[src/rtl/hpc3_pkg.sv]
// Shared types and sizing helpers for the HPC3 gadget arbiter.
// Masking order d gives d+1 shares and d(d+1) random bits per gadget call.
package hpc3_pkg;

   localparam int DEF_ORDER  = 1;
   localparam int DEF_SHARES = DEF_ORDER + 1;

   typedef struct packed {
      logic valid;
      logic id;
   } tag_t;

   function automatic int half_rnd(input int d);
      return d * (d + 1) / 2;
   endfunction

   function automatic int shares(input int d);
      return d + 1;
   endfunction

endpackage

[src/rtl/hpc3_rr_arb2.sv]
// Two-way round-robin arbiter gated by an enable.
// Priority pointer moves to the loser only when a grant is made.
module hpc3_rr_arb2 (
   input  logic       clk,
   input  logic       rst_n,
   input  logic       i_en,
   input  logic [1:0] i_req,
   output logic [1:0] o_gnt
);

   logic       r_prio;
   logic [1:0] w_gnt;

   // Grant: single requester wins outright, contention goes to r_prio
   always_comb begin
      w_gnt = 2'b00;
      if (i_en) begin
         if (&i_req) begin
            w_gnt = r_prio ? 2'b10 : 2'b01;
         end else begin
            w_gnt = i_req;
         end
      end
   end

   // Pointer: after granting 0, requester 1 is favoured, and vice versa
   always_ff @(posedge clk) begin
      if (!rst_n) begin
         r_prio <= 1'b0;
      end else if (|w_gnt) begin
         r_prio <= w_gnt[0];
      end
   end

   assign o_gnt = w_gnt;

endmodule

[src/rtl/hpc3_gadget_arbiter.sv]
// Shares one masked HPC3 AND gadget between two AND/NOR requesters.
// A tag pipe follows each issued op and routes g_c back to its owner.
module hpc3_gadget_arbiter
   import hpc3_pkg::*;
#(
   parameter int security_order = 1,
   parameter int GADGET_LATENCY = 1,
   parameter int CNT_W          = 16,
   localparam int NS = shares(security_order),
   localparam int RW = 2 * half_rnd(security_order)
) (
   input  logic             clk,
   input  logic             rst_n,
   input  logic             req0_valid,
   output logic             req0_ready,
   input  logic             req0_op,
   input  logic [NS-1:0]    req0_a,
   input  logic [NS-1:0]    req0_b,
   input  logic             req1_valid,
   output logic             req1_ready,
   input  logic             req1_op,
   input  logic [NS-1:0]    req1_a,
   input  logic [NS-1:0]    req1_b,
   input  logic             rnd_valid,
   output logic             rnd_ready,
   input  logic [RW-1:0]    rnd_data,
   output logic [NS-1:0]    g_a,
   output logic [NS-1:0]    g_b,
   output logic [RW-1:0]    g_r,
   input  logic [NS-1:0]    g_c,
   output logic             rsp0_valid,
   output logic             rsp1_valid,
   output logic [NS-1:0]    rsp_c,
   output logic [CNT_W-1:0] issue_cnt
);

   logic [1:0]       w_gnt;
   logic             w_issue;
   logic             w_id;
   logic             w_op;
   logic [NS-1:0]    w_inv;
   logic [NS-1:0]    w_a;
   logic [NS-1:0]    w_b;

   logic [NS-1:0]    r_g_a;
   logic [NS-1:0]    r_g_b;
   logic [RW-1:0]    r_g_r;
   logic [CNT_W-1:0] r_cnt;
   tag_t             r_tag [GADGET_LATENCY];
   logic             r_rsp0;
   logic             r_rsp1;

   hpc3_rr_arb2 u_arb (
      .clk   (clk),
      .rst_n (rst_n),
      .i_en  (rnd_valid),
      .i_req ({req1_valid, req0_valid}),
      .o_gnt (w_gnt)
   );

   assign w_issue    = |w_gnt;
   assign w_id       = w_gnt[1];
   assign req0_ready = w_gnt[0];
   assign req1_ready = w_gnt[1];
   assign rnd_ready  = w_issue;

   // Winner select; NOR flips share 0 of both operands (De Morgan)
   always_comb begin
      w_op  = w_id ? req1_op : req0_op;
      w_inv = '0;
      w_inv[0] = w_op;
      w_a   = (w_id ? req1_a : req0_a) ^ w_inv;
      w_b   = (w_id ? req1_b : req0_b) ^ w_inv;
   end

   // Issue register: gadget inputs and counter move only on a grant
   always_ff @(posedge clk) begin
      if (!rst_n) begin
         r_g_a <= '0;
         r_g_b <= '0;
         r_g_r <= '0;
         r_cnt <= '0;
      end else if (w_issue) begin
         r_g_a <= w_a;
         r_g_b <= w_b;
         r_g_r <= rnd_data;
         r_cnt <= r_cnt + CNT_W'(1);
      end
   end

   // Tag pipe mirrors gadget latency; bubbles carry valid=0
   always_ff @(posedge clk) begin
      if (!rst_n) begin
         for (int i = 0; i < GADGET_LATENCY; i++) begin
            r_tag[i] <= '0;
         end
      end else begin
         r_tag[0] <= '{valid: w_issue, id: w_id};
         for (int i = 1; i < GADGET_LATENCY; i++) begin
            r_tag[i] <= r_tag[i-1];
         end
      end
   end

   // Response strobes line up with g_c of the tagged op
   always_ff @(posedge clk) begin
      if (!rst_n) begin
         r_rsp0 <= 1'b0;
         r_rsp1 <= 1'b0;
      end else begin
         r_rsp0 <= r_tag[GADGET_LATENCY-1].valid
                   & ~r_tag[GADGET_LATENCY-1].id;
         r_rsp1 <= r_tag[GADGET_LATENCY-1].valid
                   & r_tag[GADGET_LATENCY-1].id;
      end
   end

   assign g_a        = r_g_a;
   assign g_b        = r_g_b;
   assign g_r        = r_g_r;
   assign issue_cnt  = r_cnt;
   assign rsp0_valid = r_rsp0;
   assign rsp1_valid = r_rsp1;
   assign rsp_c      = g_c;

endmodule
[config.mk]
export PLATFORM = sky130hd
export DESIGN_NAME = hpc3_gadget_arbiter
export DESIGN_NICKNAME = d
export VERILOG_FILES = /design/src/rtl/hpc3_pkg.sv /design/src/rtl/hpc3_rr_arb2.sv /design/src/rtl/hpc3_gadget_arbiter.sv
export SDC_FILE = /design/constraint.sdc
export NUM_CORES = 1
export LEC_CHECK = 0
export ABC_AREA = 0
export BUFFER_PORTS_ARGS = -buffer_cell sky130_fd_sc_hd__buf_4
export CORE_ASPECT_RATIO = 1.4
export CORE_MARGIN = 2
export CORE_UTILIZATION = 46
export DETAILED_ROUTE_END_ITERATION = 8
export PLACE_DENSITY = 0.77
export SYNTH_ARGS = -nofsm -noshare
export SYNTH_HDL_FRONTEND = slang
export SYNTH_SLANG_ARGS = --single-unit
[constraint.sdc]
create_clock -name clk -period 2.1 [get_ports clk]
set_input_delay 0.21 -clock clk [delete_from_list [all_inputs] [get_ports clk]]
set_output_delay 0.21 -clock clk [all_outputs]
set_load 0.02 [all_outputs]
==> run summary, run 1 <==
Outcome: completed
LEAKAGE: 0.000691 uW
First-pass GRT wire length: 4170 um
Site row count: 21
Setup TNS: 0 ps
Root Driver: clkbuf_4
Die area: 0.00297 mm2
Routed len/inst: 12.1 um
Initial Util: 48.5%
Port Buffers: 43
Final Core Density: 63.8%
Period utilization: 82.7%
Crit-path leading delay family: simple AND/OR/NAND/NOR gates
Seq/Total Area, Yosys: 46.1%
Reg-to-reg startpoint: issue_cnt[3]$_SDFFE_PN0P_
Hold Fails Final Rpt: 0
Register area: 541 um2
Synth area leaders: dfxtp_1, xor2_1, nand2_1, nor2_1, a21oi_1
Tmin final: 1740 ps
Syn Inst Count: 138
Highest clock rate: 576 MHz
Endpoints failing setup: 0
Vias after detailed routing: 1117
Post-route ant nets: 0
Area added between synthesis and finish: 31.6%
Switching Fraction: 26.2%
Clock Path Buffers: 2
Fill cells: 235
Clk_lat worst skew: 320 ps
All-Layer GR Usage: 18.8%
Syn nets: 158
Max transition margin: 54.0%
CTS tree: built
I/O Pins: 48
RSZ-0062 raised after global routing: false
Mapped Avg Cell Area: 8.50 um2
Antenna cells: 0
WP depth: 4
CP arrival: 2000 ps
WP buf/inv: 0
Cell variety after synth: 30
Kind of critical path: flop to flop
Initial antenna violation count: 0
RD Place Congestion: 0.755
Internal power: 661 uW
YS warnings: 0
Clock share of power: 25.5%
Max Cap Viol: 0
CP startpoint kind: flop
H-tree levels: 1
Grt total ovfl: 0
CTS Buf Count: 3
Sequential Power Share: 60.2%
Clk slew on worst S/H paths: 150 ps
Post-DP HPWL: 2060 um
Synth top area share: 46.1%
Worst r2r path cells: 4
Setup Skew: 7.28 ps
Fin nets: 201
Max Slew Vio Count: 0
Worst Path Max Fanout: 7
Vias in the first global route: 1048
Total core area: 0.00242 mm2
Postcts setup bufs: 0
PwrDens: 580 mW/mm2
Nature of the critical path endpoint: flop
First-pass DRT Iterations: 4
Die Width: 46.7 um
Multi-input gate area: 577 um2
Critical Path Start: issue_cnt[3]$_SDFFE_PN0P_
WHS Path Cells: 2
Crit-path max cell delay: 550 ps
Total Wirelength: 2590 um
Gates resized, CTS repair: 0
Peak supply drop: 0.474 mV
Hold Buf Count CTS: 0
Clock Sinks: 27
Post-synth top area cell: dfxtp_1
Synthesized area: 0.00117 mm2
First DRT Iteration DRCs: 44
Critical path's slowest cell: or4_1
Slew @ Worst Pin: 689 ps
Final routed DRC violation total: 0
Die Span Y: 63.7 um
Hold WS: 105 ps
Via-to-Cell Ratio: 5.22
Hold crit path type: input port to flop
Combinational Power Share: 14.3%
Worst EP required: 2360 ps
NetSw: 234 uW
Flip-flop and latch count after synthesis: 27
Critical path, cell by cell: and4_1 -> nand4_1 -> or4_1 -> a21oi_1
Largest net degree at the start of global routing: 24
Layout cells sized above 1: 27.8%
Beginning of the worst hold path: rnd_valid
## cells in the mapped netlist (all sizes together)
cell type,instances
a211oi,2
nor4,1
or3b,1
o21ai,8
and4,2
clkbuf,2
a31oi,1
nand2,20
nand3,2
o211ai,2
or3,3
o2111a,1
xor2,9
inv,6
or4,1
a21oi,8
a41oi,1
o31ai,1
nor3,2
buf,4
dfxtp,27
or2,1
and3,3
ha,1
nor2,18
nand4,4
xnor2,4
mux2i,3
## power groups by stage
stage | combinational [uW] | clock (uW) | sequential, uW
finish | 128 | 229 | 539
global route | 142 | 252 | 541
global placement | 126 | 0 | 549
detailed placement | 130 | 0 | 550
CTS | 130 | 236 | 539
floorplan | 55.0 | 0 | 564
## cells by family (layout without fill, tap and decap cells)
kind of cell	Yosys count	after routing	share of synthesized area, %
simple gates	58	58	23.2
flops	27	27	46.1
compound gates	24	24	12.7
xor+xnor	13	13	9.71
buf+inv	12	54	4.70
mux	3	3	2.56
fa+ha+maj	1	1	1.07
## cell type report
type                       instances  share of cell area [%]
clock buffer                       3                    1.46
clock inverter                     1                   0.487
inverter                           6                    1.46
multi-input combinational         99                    37.4
tap                               34                    2.76
sequential                        27                    35.0
timing repair buffer              44                    21.4
## per-stage QoR
stage / cells / setup slack (ps) / area [um2] / total power, uW
after floorplan: 138 / 396 / 1170 / 619
after CTS: 214 / 349 / 1540 / 905
final: 214 / 362 / 1540 / 895
after detailed placement: 210 / 416 / 1510 / 679
after global routing: 214 / 233 / 1540 / 935
after global placement: 210 / 472 / 1510 / 675
## layer usage
metal / up-vias / global-route usage [%] / share of wire, %
li1: 558 / - / -
met1: 530 / 20.5 / 38
met2: 27 / 34.2 / 57
met3: 2 / 3.67 / 3.7
met4: 0 / 6.25 / 0.77
met5: - / 0 / 0
## path summary, 6_finish.rpt
| kind | slack [ps] | endpoint |
|---|---|---|
| setup / recovery | 360 | issue_cnt[15]$_SDFFE_PN0P_ |
| hold / removal | 100 | g_b[0]$_SDFFE_PN0P_ |
| setup reg to reg | 360 | issue_cnt[15]$_SDFFE_PN0P_ |
| hold reg to reg | 420 | rsp0_valid$_SDFF_PN0_ |
## flip-flops by register name, summed over array words and instances (netlist names)
| signal | cells |
|---|---|
| g_a | 2 |
| g_b | 2 |
| g_r | 2 |
| issue_cnt | 16 |
| r_tag | 2 |
| rsp0_valid | 1 |
| rsp1_valid | 1 |
| u_arb.r_prio | 1 |
## cell usage in the layout (no fill, tap or decap), types with 4 or more instances in the layout
| cell | instances |
|---|---|
| a21oi_1 | 8 |
| dfxtp_1 | 27 |
| o21ai_0 | 8 |
| xor2_1 | 9 |
| xnor2_1 | 4 |
| nor2_1 | 18 |
| inv_1 | 6 |
| nand2_1 | 20 |
| buf_4 | 44 |
| nand4_1 | 4 |
Power figures use the tool's default switching activity.
==> inputs of run 2 (changes only) <==
==> constraint.sdc (replaced) <==
create_clock -name clk -period 1.75 [get_ports clk]
set_input_delay 0.175 -clock clk [delete_from_list [all_inputs] [get_ports clk]]
set_output_delay 0.175 -clock clk [all_outputs]
set_load 0.02 [all_outputs]
==> run summary, run 2 (synthesized netlist as in run 1, its figures left out) <==
Clk_lat worst skew: 320 ps (about the same)
Die area: 0.00297 mm2 (unchanged)
Most common cell after layout, fill and taps aside: buf_4
Worst EP required: 2010 ps (-350 ps)
Max transition margin: 54.3% (+0.23 points)
Tmin final: 1630 ps (-108 ps)
Most frequent cells in the layout: buf_4, dfxtp_1, nand2_1, nor2_1, xor2_1
Antenna cells: 0 (unchanged)
Vias after detailed routing: 1114 (-0.27%)
Layout cells sized above 1: 31.4% (+3.6 points)
Area added between synthesis and finish: 36.8%
Worst slack at placement: 101 ps (-315 ps)
Initial antenna violation count: 0 (unchanged)
Vias in the first global route: 1060 (+1.1%)
H-tree levels: 1 (unchanged)
LEAKAGE: 0.000730 uW (+5.7%)
Nature of the critical path endpoint: flop
Total Wirelength: 2730 um (+5.6%)
Clock Path Buffers: 2 (unchanged)
Peak supply drop: 0.559 mV (+18%)
I/O Pins: 48 (unchanged)
Period utilization: 93.1% (+10 points)
CTS Buf Count: 3 (unchanged)
Post-route ant nets: 0 (unchanged)
RD Place Congestion: 0.811 (+7.4%)
Final routed DRC violation total: 0 (unchanged)
RSZ-0062 raised after global routing: false
Max Slew Vio Count: 0 (unchanged)
Post-DP HPWL: 2140 um (+3.8%)
Hold crit path type: input port to flop
Outcome: completed
Hold Fails Final Rpt: 0 (unchanged)
Max Cap Viol: 0 (unchanged)
Hold WS: 67.3 ps (-37.5 ps)
Initial Util: 48.5% (unchanged)
First-pass DRT Iterations: 4 (unchanged)
Largest register FFs: 16 (unchanged)
Largest net degree at the start of global routing: 24 (unchanged)
Hold Buf Count CTS: 0 (unchanged)
Kind of critical path: flop to flop
CTS tree: built
All-Layer GR Usage: 19.7% (+0.90 points)
Total core area: 0.00242 mm2 (unchanged)
Worst Path Max Fanout: 5 (-2)
Fill cells: 226 (-3.8%)
Clock Sinks: 27 (unchanged)
Final Core Density: 66.4% (+2.5 points)
Via-to-Cell Ratio: 5.02 (-3.9%)
Grt total ovfl: 0 (unchanged)
Site row count: 21 (unchanged)
Slew @ Worst Pin: 685 ps (-3.47 ps)
Die Width: 46.7 um (unchanged)
Endpoints failing setup: 0 (unchanged)
Die Span Y: 63.7 um (unchanged)
Root Driver: clkbuf_4
Fin nets: 209 (+4.0%)
PwrDens: 677 mW/mm2 (+17%)
CP arrival: 1890 ps (-110 ps)
Highest clock rate: 614 MHz (+6.6%)
Routed len/inst: 12.3 um (+1.8%)
Clk slew on worst S/H paths: 150 ps (about the same)
Setup WS post-layout: 120 ps (-242 ps)
First-pass GRT wire length: 4430 um (+6.1%)
Setup Skew: 5.90 ps (-1.38 ps)
Setup TNS: 0 ps (unchanged)
First DRT Iteration DRCs: 19 (-57%)
Port Buffers: 43 (unchanged)
CP startpoint kind: flop
[run 2: where the power goes]
group,total (uW),switching (uW),internal [uW]
Clock,279,192,87.3
Combinational,160,84.7,75.4
Sequential,647,12.9,634
[run 2: final timing paths]
check	start	end	slack, ps	cells after the start
worst min register to register	r_tag[0][0]$_SDFF_PN0_	rsp0_valid$_SDFF_PN0_	420	1
worst max register to register	issue_cnt[6]$_SDFFE_PN0P_	issue_cnt[15]$_SDFFE_PN0P_	120	4
worst max-delay path	issue_cnt[6]$_SDFFE_PN0P_	issue_cnt[15]$_SDFFE_PN0P_	120	4
worst min-delay path	rnd_valid	g_b[0]$_SDFFE_PN0P_	70	2
[run 2: metrics by stage]
stage	total power, uW	instances	cell area [um2]
after floorplan	743	138	1170
after global placement	810	214	1540
after detailed placement	817	214	1540
after CTS	1080	218	1570
after global routing	1130	222	1600
final	1090	222	1600
[run 2: routing by layer]
metal | up-vias | global-route usage [%] | share of wire (%)
li1 | 568 | - | -
met1 | 523 | 23.4 | 40
met2 | 21 | 34.7 | 57
met3 | 2 | 2.82 | 3.0
met4 | 0 | 6.25 | 0.77
met5 | - | 0 | 0
[run 2: worst max-delay path, cell delays in order, from the launching register on]
cell and delay (ps):
dfxtp_1 410, and4_2 300, nand4_1 180, or4_1 540, a21oi_1 150
[run 2: area by class of cell]
class,count,area [um2],share of cell area [%]
clock buffers,3,22.5,1.40
clock inverters,1,7.51,0.468
flip-flops and latches,27,541,33.7
well taps,34,42.5,2.65
repair buffers,52,390,24.3
multi-input cells,99,578,36.0
inverters,6,22.5,1.40
[run 2: timing repair]
item                       4_1_cts  5_1_grt
setup buffers                    0        4
setup endpoints to repair        0        2
resized for setup                0        1
==> inputs of run 3 (changes only) <==
--- a/config.mk
+++ b/config.mk
@@ -9,9 +9,10 @@
 export BUFFER_PORTS_ARGS = -buffer_cell sky130_fd_sc_hd__buf_4
 export CORE_ASPECT_RATIO = 1.4
 export CORE_MARGIN = 2
-export CORE_UTILIZATION = 46
+export CORE_UTILIZATION = 30
 export DETAILED_ROUTE_END_ITERATION = 8
-export PLACE_DENSITY = 0.77
+export PLACE_DENSITY = 0.6
+export RECOVER_POWER = 25
 export SYNTH_ARGS = -nofsm -noshare
 export SYNTH_HDL_FRONTEND = slang
 export SYNTH_SLANG_ARGS = --single-unit
==> run summary, run 3 (synthesized netlist as in run 1, its figures left out) <==
Largest net degree at the start of global routing: 24 (unchanged)
Wire length on met1: 1150 um (+5.7%)
Clk slew on worst S/H paths: 90 ps (-60 ps)
R2r endpoint: issue_cnt[15]$_SDFFE_PN0P_
I/O Pins: 48 (unchanged)
PwrDens: 723 mW/mm2 (+6.8%)
CTS tree: built
Antenna cells: 0 (unchanged)
CP startpoint kind: flop
Hold Fails Final Rpt: 0 (unchanged)
RSZ-0062 raised after global routing: false
Vias in the first global route: 1063 (+0.28%)
Largest register FFs: 16 (unchanged)
Highest clock rate: 618 MHz (+0.76%)
Combinational Power Share: 13.0% (-1.7 points)
Via-to-Cell Ratio: 4.94 (-1.6%)
Register area: 541 um2 (unchanged)
Period utilization: 92.4% (-0.70 points)
Port Buffers: 43 (unchanged)
Most common cell after layout, fill and taps aside: buf_4
Endpoints failing setup: 0 (unchanged)
Worst slack at placement: 91.7 ps (-9.55 ps)
Nature of the critical path endpoint: flop
Max Cap Viol: 0 (unchanged)
RD Place Congestion: 0.725 (-11%)
Outcome: completed
Layout cells sized above 1: 25.8% (-5.6 points)
Critical Path Start: issue_cnt[6]$_SDFFE_PN0P_
Worst Path Max Fanout: 5 (unchanged)
Max Used Layer: met4
Tmin final: 1620 ps (-12.3 ps)
NetSw: 290 uW (+0.18%)
Initial antenna violation count: 0 (unchanged)
Gates resized, CTS repair: 0 (unchanged)
Routed len/inst: 12.4 um (+0.75%)
Multi-input gate area: 577 um2 (-0.22%)
Root Driver: clkbuf_8
Total core area: 0.00371 mm2 (+53%)
Clock Path Buffers: 2 (unchanged)
Finished Layout Cells: 228 (+2.7%)
Peak supply drop: 0.415 mV (-26%)
Site row count: 26 (+24%)
LEAKAGE: 0.000702 uW (-3.8%)
CP endpoint: issue_cnt[15]$_SDFFE_PN0P_
Post-DP HPWL: 2250 um (+5.3%)
Final routed DRC violation total: 0 (unchanged)
CTS Buf Count: 3 (unchanged)
Flop2flop setup slack: 130 ps (about the same)
Setup TNS: 0 ps (unchanged)
Hold Buf Count CTS: 0 (unchanged)
First-pass DRT Iterations: 4 (unchanged)
Worst EP required: 1940 ps (-70 ps)
All-Layer GR Usage: 13.0% (-6.7 points)
Die Span Y: 78.0 um (+22%)
Placed cells: 223 (+4.2%)
Hold WS: 156 ps (+88.4 ps)
Fin nets: 207 (-0.96%)
First DRT Iteration DRCs: 15 (-4)
Hold crit path type: input port to flop
Post-route ant nets: 0 (unchanged)
Die area: 0.00443 mm2 (+49%)
H-tree levels: 1 (unchanged)
WL met2: 1510 um (-2.5%)
Initial Util: 31.6% (-17 points)
Die Width: 56.8 um (+22%)
Reg-to-reg startpoint: issue_cnt[6]$_SDFFE_PN0P_
Setup WS post-layout: 133 ps (+12.3 ps)
Worst r2r path cells: 4 (unchanged)
Setup Skew: 3.86 ps (-2.04 ps)
CP arrival: 1810 ps (-80 ps)
Slew @ Worst Pin: 705 ps (+19.8 ps)
Clock share of power: 30.7% (+5.0 points)
Vias after detailed routing: 1126 (+1.1%)
First-pass GRT wire length: 4600 um (+3.7%)
Most frequent cells in the layout: buf_4, dfxtp_1, nand2_1, nor2_1, xor2_1
Clk_lat worst skew: 270 ps (-50 ps)
Area added between synthesis and finish: 35.1%
Postcts setup bufs: 0 (unchanged)
Fill cells: 412 (+82%)
Clock Sinks: 27 (unchanged)
Sequential Power Share: 56.4% (-3.2 points)
Length of routed met3 wiring: 155 um (+89%)
Max transition margin: 53.0% (-1.3 points)
Grt total ovfl: 0 (unchanged)
Internal power: 856 uW (+7.4%)
Kind of critical path: flop to flop
Total Wirelength: 2830 um (+3.5%)
Max Slew Vio Count: 0 (unchanged)
Switching Fraction: 25.3% (-1.3 points)
-- run 3: changes by cell type in the layout (fill, tap and decap cells not counted) --
cell / previous run / this run
clkinvlp_4: 1 / 0
clkbuf_8: 0 / 3
clkbuf_4: 3 / 0
clkbuf_1: 0 / 8
and4_1: 1 / 2
buf_4: 52 / 42
clkinv_2: 0 / 1
and4_2: 1 / 0
-- run 3: how the worst min path moves through the flow --
stage                           start             endpoint  slack (ps)  depth (start not counted)
after floorplan             rnd_valid  g_b[0]$_SDFFE_PN0P_         280                          1
after global placement         g_c[0]             rsp_c[0]         350                          0
after detailed placement       g_c[0]             rsp_c[0]         350                          0
after CTS                 rnd_data[1]  g_r[1]$_SDFFE_PN0P_         150                          3
after global routing      rnd_data[1]  g_r[1]$_SDFFE_PN0P_         150                          3
final                       rnd_valid  g_b[0]$_SDFFE_PN0P_         160                          2
-- run 3: critical path: stages, from the launching register on --
cell	delay, ps
dfxtp_1	390
and4_1	300
nand4_1	170
or4_1	530
a21oi_1	150
-- run 3: cell type report --
cell class,count,share of cell area (%)
well taps,42,3.32
multi-input cells,99,36.4
repair buffers,50,21.8
flip-flops and latches,27,34.1
clock inverters,1,0.316
inverters,6,1.42
clock buffers,3,2.61
-- run 3: metrics by stage --
stage	power [uW]	util, %	area [um2]
5_1_grt	1200	42.7	1580
4_1_cts	1170	43.3	1610
3_5_place_dp	819	42.1	1560
3_3_place_gp	812	42.1	1560
2_1_floorplan	743	-	1170
6_report	1150	42.7	1580
-- run 3: power groups by stage --
stage,Clock [uW],Sequential (uW),Combinational (uW)
after detailed placement,0,660,159
after global placement,0,659,153
after CTS,365,646,160
final,351,645,149
after floorplan,0,677,66.0
after global routing,393,648,164
-- run 3: layer usage --
layer  global-route usage [%]  up-vias
met1                     14.5      529
met5                        0        -
met2                     23.7       30
met3                     2.83        2
met4                     4.88        0
li1                         -      565
